<file path="config.mk">
export PLATFORM = sky130hd
export DESIGN_NAME = mem_arbiter
export DESIGN_NICKNAME = d
export VERILOG_FILES = /design/src/rtl/mem_arbiter.sv
export SDC_FILE = /design/constraint.sdc
export NUM_CORES = 1
export LEC_CHECK = 0
export CAP_MARGIN = 20
export CELL_PAD_IN_SITES_DETAIL_PLACEMENT = 1
export CELL_PAD_IN_SITES_GLOBAL_PLACEMENT = 2
export CORE_AREA = 2 2 269 271
export DETAILED_ROUTE_END_ITERATION = 10
export DIE_AREA = 0 0 271 273
export PLACE_DENSITY_LB_ADDON = 0.1
export SLEW_MARGIN = 10
export SYNTH_ARGS = -nofsm -noshare
export SYNTH_HDL_FRONTEND = slang
export SYNTH_SLANG_ARGS = --single-unit
</file>
<file path="constraint.sdc">
create_clock -name clk -period 5.7 [get_ports clk]
set_input_delay 1.14 -clock clk [delete_from_list [all_inputs] [get_ports clk]]
set_output_delay 1.14 -clock clk [all_outputs]
set_load 0.03 [all_outputs]
</file>
<file path="src/rtl/mem_arbiter.sv">
// Arbiter sharing one physical memory port between the I-cache (read-only) and the
// D-cache (read/write). Optional grant/conflict counters are enabled by MEM_ARBITER_STATS_EN.
module mem_arbiter #(
    parameter int unsigned ADDR_WIDTH   = 16,
    parameter int unsigned LINE_WIDTH   = 128,
    parameter int unsigned MAX_D_STREAK = 4
) (
    input  logic                  clk,
    input  logic                  reset,
    input  logic                  i_read,
    input  logic [ADDR_WIDTH-1:0] i_address,
    output logic                  i_resp,
    output logic [LINE_WIDTH-1:0] i_rdata,
    input  logic                  d_read,
    input  logic                  d_write,
    input  logic [ADDR_WIDTH-1:0] d_address,
    input  logic [LINE_WIDTH-1:0] d_wdata,
    output logic                  d_resp,
    output logic [LINE_WIDTH-1:0] d_rdata,
    output logic                  pmem_read,
    output logic                  pmem_write,
    output logic [ADDR_WIDTH-1:0] pmem_address,
    output logic [LINE_WIDTH-1:0] pmem_wdata,
    input  logic [LINE_WIDTH-1:0] pmem_rdata,
    input  logic                  pmem_resp
`ifdef MEM_ARBITER_STATS_EN
    ,
    output logic [31:0]           i_grant_count,
    output logic [31:0]           d_grant_count,
    output logic [31:0]           conflict_count
`endif
);

    localparam logic [1:0] S_IDLE    = 2'd0;
    localparam logic [1:0] S_GRANT_I = 2'd1;
    localparam logic [1:0] S_GRANT_D = 2'd2;
    localparam logic [1:0] S_RELEASE = 2'd3;

    localparam logic [3:0] STREAK_MAX = 4'(MAX_D_STREAK);

    logic [1:0]            state_q,  state_d;
    logic [3:0]            streak_q, streak_d;
    logic [ADDR_WIDTH-1:0] addr_q,   addr_d;
    logic [LINE_WIDTH-1:0] wdata_q,  wdata_d;
    logic                  write_q,  write_d;

    logic d_req;
    logic in_grant;

    assign d_req = d_read | d_write;

    always_comb begin
        // NOTE: every next-state signal takes its hold value first so no path leaves it unassigned (no latches).
        state_d  = state_q;
        streak_d = streak_q;
        addr_d   = addr_q;
        wdata_d  = wdata_q;
        write_d  = write_q;
        case (state_q)
            S_IDLE: begin
                // D wins unless it has already starved a waiting I request for a full streak.
                if (d_req && !(i_read && streak_q >= STREAK_MAX)) begin
                    state_d  = S_GRANT_D;
                    addr_d   = d_address;
                    wdata_d  = d_wdata;
                    write_d  = d_write;
                    if (!i_read)
                        streak_d = 4'd0;
                    else if (streak_q != 4'hf)
                        streak_d = streak_q + 4'd1;
                end else if (i_read) begin
                    state_d  = S_GRANT_I;
                    addr_d   = i_address;
                    write_d  = 1'b0;
                    streak_d = 4'd0;
                end
            end
            S_GRANT_I, S_GRANT_D: begin
                if (pmem_resp)
                    state_d = S_RELEASE;
            end
            S_RELEASE: state_d = S_IDLE;
            default:   state_d = S_IDLE;
        endcase
    end

    always_ff @(posedge clk or posedge reset) begin
        if (reset) begin
            state_q  <= S_IDLE;
            streak_q <= 4'd0;
            addr_q   <= '0;
            wdata_q  <= '0;
            write_q  <= 1'b0;
        end else begin
            // NOTE: state registers use non-blocking assignment so every flop samples pre-edge values.
            state_q  <= state_d;
            streak_q <= streak_d;
            addr_q   <= addr_d;
            wdata_q  <= wdata_d;
            write_q  <= write_d;
        end
    end

    // Memory sees only the latched transaction; requester inputs are ignored while granted.
    assign in_grant     = (state_q == S_GRANT_I) || (state_q == S_GRANT_D);
    assign pmem_read    = in_grant && !write_q;
    assign pmem_write   = in_grant && write_q;
    assign pmem_address = addr_q;
    assign pmem_wdata   = wdata_q;

    assign i_resp  = pmem_resp && (state_q == S_GRANT_I);
    assign d_resp  = pmem_resp && (state_q == S_GRANT_D);
    assign i_rdata = pmem_rdata;
    assign d_rdata = pmem_rdata;

`ifdef MEM_ARBITER_STATS_EN
    logic [31:0] i_cnt_q, d_cnt_q, conf_cnt_q;

    always_ff @(posedge clk or posedge reset) begin
        if (reset) begin
            i_cnt_q    <= '0;
            d_cnt_q    <= '0;
            conf_cnt_q <= '0;
        end else if (state_q == S_IDLE) begin
            if (state_d == S_GRANT_I)
                i_cnt_q <= i_cnt_q + 32'd1;
            if (state_d == S_GRANT_D)
                d_cnt_q <= d_cnt_q + 32'd1;
            if (i_read && d_req)
                conf_cnt_q <= conf_cnt_q + 32'd1;
        end
    end

    assign i_grant_count  = i_cnt_q;
    assign d_grant_count  = d_cnt_q;
    assign conflict_count = conf_cnt_q;
`endif

endmodule

</file>
**Yosys cells after proc, flatten, opt, wreduce, memory -nomap -nowiden**

Cells that the tools add are included.

- Memory bits (writable): 0
- Latch bits: 0
- Input port bits: 294
- Memories kept: 0
- Word-level logic and storage cells: 43
- Register bits after elaboration: 151
- Output and inout bits: 404
- ROM bits: 0

- Div/mod/pow operators: 0
- Equal/unequal tests: 7
- Shift-type cells: 0
- Multipliers: 0
- $add $sub $neg: 1
- Bitwise logic cells: 1
- Muxes and demuxes: 12
- $lt $le $gt $ge: 1
- Reductions and logical operators: 16

Operators with widths:

| kind | count |
|---|---|
| $mux 16 | 2 |
| $mux 4 | 4 |
| $logic_and 1x1->1 | 6 |
| $mux 2 | 3 |
| $pmux 2 s3 | 1 |
| $reduce_and 2->1 | 3 |
| $add 4x1->4 const B | 1 |
| $eq 2x2->1 const B | 2 |
| $ge 4x3->1 const B | 1 |
| $ne 4x4->1 const B | 1 |
| $ne 3x2->1 const B | 1 |
| $ne 3x3->1 const B | 1 |
| $reduce_and 3->1 | 1 |
| $eq 2x1->1 const B | 1 |
| $logic_not 1->1 | 2 |
| $logic_not 2->1 | 1 |
| $mux 1 | 2 |
| $ne 2x2->1 const B | 1 |
| $reduce_bool 2->1 | 1 |
| $reduce_or 2->1 | 1 |
| $logic_or 1x1->1 | 1 |
| $or 1x1->1 | 1 |

**Logic depth before layout (Yosys ltp)**

- Depth after elaboration: 6
- Depth in mapped cells: 6
- Gate-level depth less buffers: 5

**Worst setup path before layout**

No wires, ideal clock.

- Path kind: input-to-output
- Start: in pmem_resp
- End: out d_resp
- Slack: 3,139 ps
- Stages: 1
- Path buffers: 0
- Required time: 4,560 ps
- Data arrival time: 1,421 ps
- Cells stage by stage: and2_1

- Cells in the longest elaborated chain, start to end: 1

Ends and longest elaborated chain:

| element | RTL line | text |
|---|---|---|
| start, declared | 25 | `input logic pmem_resp` |
| $logic_and 1x1->1 | 112 | `assign d_resp = pmem_resp && (state_q == S_GRANT_D);` |
| end, declared | 18 | `output logic d_resp,` |

Every way passes these cells.

**Worst setup path in the final report**

Same ends and word-level chain as after synthesis.

==> impl_results.md <==
- Yosys warning count: 0
- Total die area: 74000 um^2
- CTS Root Cell: sky130_fd_sc_hd__clkbuf_16
- Net count after synthesis: 961
- Sequential area share after synthesis: 45.1%
- Count of buffering cells on the critical path with inverters included: 2
- Library cell contributing the largest single delay on the critical path: sky130_fd_sc_hd__clkdlybuf4s50_1
- Post-route DRC: 0
- Share of synthesized cell area in and, or, nand and nor gates: 1.87%
- Final hold viol count: 0
- Vias in the first global route: around 5400
- Startpoint type of the worst setup path: input port
- Type of the worst setup path: input port to primary output
- Post-layout net count: 1020
- Overflow after GRT: 0
- Final period demand of the worst path: 3.60 ns
- Count of cell types in the netlist: 30
- Final Cycle Share: 63.1%
- Netlist area before placement: 8380 um^2
- Drt pass-1 iters: 4
- Largest stage delay on the critical path: 0.67 ns
- Resize count post-CTS: 0
- Starting Density: about an eighth
- Mux cell area share after synthesis: 22.3%
- CTS HTree Levels: 4
- XOR/XNOR share of the synthesized area: 0%
- Number of filler cells placed in the layout: 8033
- Final estimated routing congestion in global placement: ~0.63
- Pin count of the biggest net entering global routing: 100
- Sort of element at the end of the critical path: primary output
- Clock slew at the register clock pins of the worst setup and hold paths: about 0.07 ns
- Via count of the routed design: 4729
- Count of inserted antenna diode cells: 0
- Unrepaired setup endpoints after global routing: false
- Clock Sinks: 151
- Maximum number of buffers from clock root to sink: 2
- Synthesized netlist cell count: 662
- Post-synth EDFFs: 0
- Total setup violations reported at the end of the flow: 0
- Main combinational cell family by area after synthesis: buffers and inverters
- Worst-case headroom to the max-slew limit: 33.6%
- Worst slew pin tran: 0.996 ns
- Num CTS Buffers: 17
- Mean Syn Cell Area: 12.7 um^2
- WHS: 0.495 ns
- Number of I/O pins: 698
- Y dimension of the die: 273 um
- Area share of fa/ha/maj cells after synthesis: 0.746%
- Row count: 98
- Share of the synthesized area in compound gates (AO/OA/AOI/OAI): 4.18%
- Drt first-iter violations: 127
- Leading register cell type out of synthesis: sky130_fd_sc_hd__dfrtp_1
- Total global-route track usage: 7.72%
- Async S/R FF share, synth: 100%
- DRT Wirelength: 28200 um
- Yosys reg bits: about 150
- Critical path data required time: 4.56 ns
- Crit-path max FO: 3
- Register cell area after layout: 3780 um^2
- Area growth from synthesis to final layout: 34.5%
- Maxcap violations: 0
- Status: complete, no violations
- First-pass GRT wire length: 40500 um
- Accumulated negative setup slack: 0 ns
- Number of antenna violations at the first check in global routing: 0
- Peak VDD IR: 0.000255 V
- Ratio of cells with drive above 1 in the final layout: 23.3%
- Die span in x: ~270 um
- Floorplan core area: around 70000 um^2
- Leakage: 4.64 nW
- P per Cell Area: ~640 nW/um^2
- Fmax: 278 MHz
- Multi-input gate area: 2450 um^2
- Type of the tightest min-delay check: register to register
- HPWL Detailed: 19400 um
- Post-CTS setup buffers: 0
- Number of hold buffers added after CTS: 0
- Data arrival time of the critical path: roughly 2.5 ns
- Later-pin clock latency in the skew report: 0.48 ns
- Delay-heaviest family, CP: buffers and inverters
- Post-Route Skew: 0.0104 ns
- Post-DR wirelength/cell: ~17 um
- Antenna Nets Post-Route: 0
- Port Buffers: 313
- Dominant cell type by count on the critical path: sky130_fd_sc_hd__clkdlybuf4s50_1
- Ordered cell list for the critical path: clkdlybuf4s50_1 -> and2_1 -> clkdlybuf4s50_1
- Fraction of the core area covered by cells at the end of the flow: 15.9%
- Vias per inst: 2.81
- CTS tree: done
- Pins Over Slew Limit: 0
==> metrics by stage <==
step	cell area, um^2	instances	setup slack [ns]	total power, W
4_1_cts	11300	1683	2.09	0.00738
3_3_place_gp	10600	1652	2.10	0.00596
5_1_grt	11300	1683	2.07	0.00760
6_report	11300	1683	2.10	0.00717
3_5_place_dp	10600	1652	2.06	0.00594
2_1_floorplan	8380	662	0.495	0.00468
==> worst register-to-register path, stage by stage (launching register included) <==
cell and delay, ns:
sky130_fd_sc_hd__dfrtp_1 0.44, sky130_fd_sc_hd__o21ai_4 0.58, sky130_fd_sc_hd__nand3_4 0.14, sky130_fd_sc_hd__buf_12 0.27, sky130_fd_sc_hd__mux2_4 0.74
==> worst paths after layout <==
kind / from / endpoint / slack (ns) / depth (start not counted)
max: pmem_resp / d_resp / 2.10 / 3
min: streak_q[0] / streak_q[0] / 0.49 / 1
max reg2reg: streak_q[2] / pmem_wdata[68] / 3.42 / 4
min reg2reg: streak_q[0] / streak_q[0] / 0.49 / 1
max in group asynchronous: reset / streak_q[1] / 3.66 / 3
min in group asynchronous: reset / pmem_wdata[50] / 1.09 / 2
==> metal layers <==
layer	up-vias	wire length [um]	track usage, %
li1	2067	-	-
met1	2350	11600	8.74
met2	257	13300	12.0
met3	55	2450	3.82
met4	0	902	4.01
met5	-	0	0
==> Yosys cell counts, types with 2 or more instances <==
master / instances / area [um^2]
sky130_fd_sc_hd__dfrtp_1: 151 / 3780
sky130_fd_sc_hd__nor2_1: 20 / 75.1
sky130_fd_sc_hd__buf_2: 2 / 10.0
sky130_fd_sc_hd__clkbuf_1: 6 / 22.5
sky130_fd_sc_hd__buf_8: 10 / 150
sky130_fd_sc_hd__inv_1: 4 / 15.0
sky130_fd_sc_hd__and2_1: 4 / 25.0
sky130_fd_sc_hd__a21oi_1: 16 / 80.1
sky130_fd_sc_hd__mux2_2: 20 / 225
sky130_fd_sc_hd__o22ai_1: 2 / 12.5
sky130_fd_sc_hd__nand2_1: 6 / 22.5
sky130_fd_sc_hd__ha_1: 5 / 62.6
sky130_fd_sc_hd__buf_4: 257 / 1930
sky130_fd_sc_hd__mux2_4: 109 / 1640
sky130_fd_sc_hd__buf_6: 3 / 33.8
sky130_fd_sc_hd__o21ai_0: 18 / 90.1
sky130_fd_sc_hd__a31oi_1: 16 / 100
==> layout by cell type (no fill, tap or decap), types with 3 or more instances in the layout <==
cell                              count
sky130_fd_sc_hd__bufinv_16            4
sky130_fd_sc_hd__inv_8                3
sky130_fd_sc_hd__inv_1                3
sky130_fd_sc_hd__o21ai_0             18
sky130_fd_sc_hd__nor2_1              19
sky130_fd_sc_hd__dfrtp_1            151
sky130_fd_sc_hd__clkbuf_16           17
sky130_fd_sc_hd__buf_4                4
sky130_fd_sc_hd__inv_6                5
sky130_fd_sc_hd__clkdlybuf4s50_1    313
sky130_fd_sc_hd__nand2_1              6
sky130_fd_sc_hd__and2_1               4
sky130_fd_sc_hd__mux2_4             109
sky130_fd_sc_hd__a21oi_1             16
sky130_fd_sc_hd__a31oi_1             16
sky130_fd_sc_hd__ha_1                 5
sky130_fd_sc_hd__mux2_2              20
==> where the power goes <==
part	switching (W)	internal [W]
Sequential	0.000307	0.00162
Clock	0.000588	0.000746
Combinational	0.00199	0.00191
Total	0.00289	0.00428
==> cell type report <==
| cell class | count | share of cell area [%] |
|---|---|---|
| clock buffers | 17 | 3.77 |
| clock inverters | 14 | 1.89 |
| inverters | 4 | 0.178 |
| multi-input cells | 228 | 21.7 |
| flip-flops and latches | 151 | 33.5 |
| well taps | 950 | 10.5 |
| repair buffers | 319 | 28.4 |
==> sequential cells by signal, indices dropped and copies added (netlist names) <==
signal	flops
streak_q	4
pmem_wdata	128
pmem_address	16
state_q	2
write_q	1
==> cells by family (layout without fill, tap and decap cells) <==
family	count (synthesis)	count (layout)
muxes	130	130
and+or+nand+nor	34	34
adders and majority gates	5	5
DFF	151	151
buffers and inverters	283	354
AOI/OAI and AO/OA	59	59
Power figures use the tool's default switching activity.
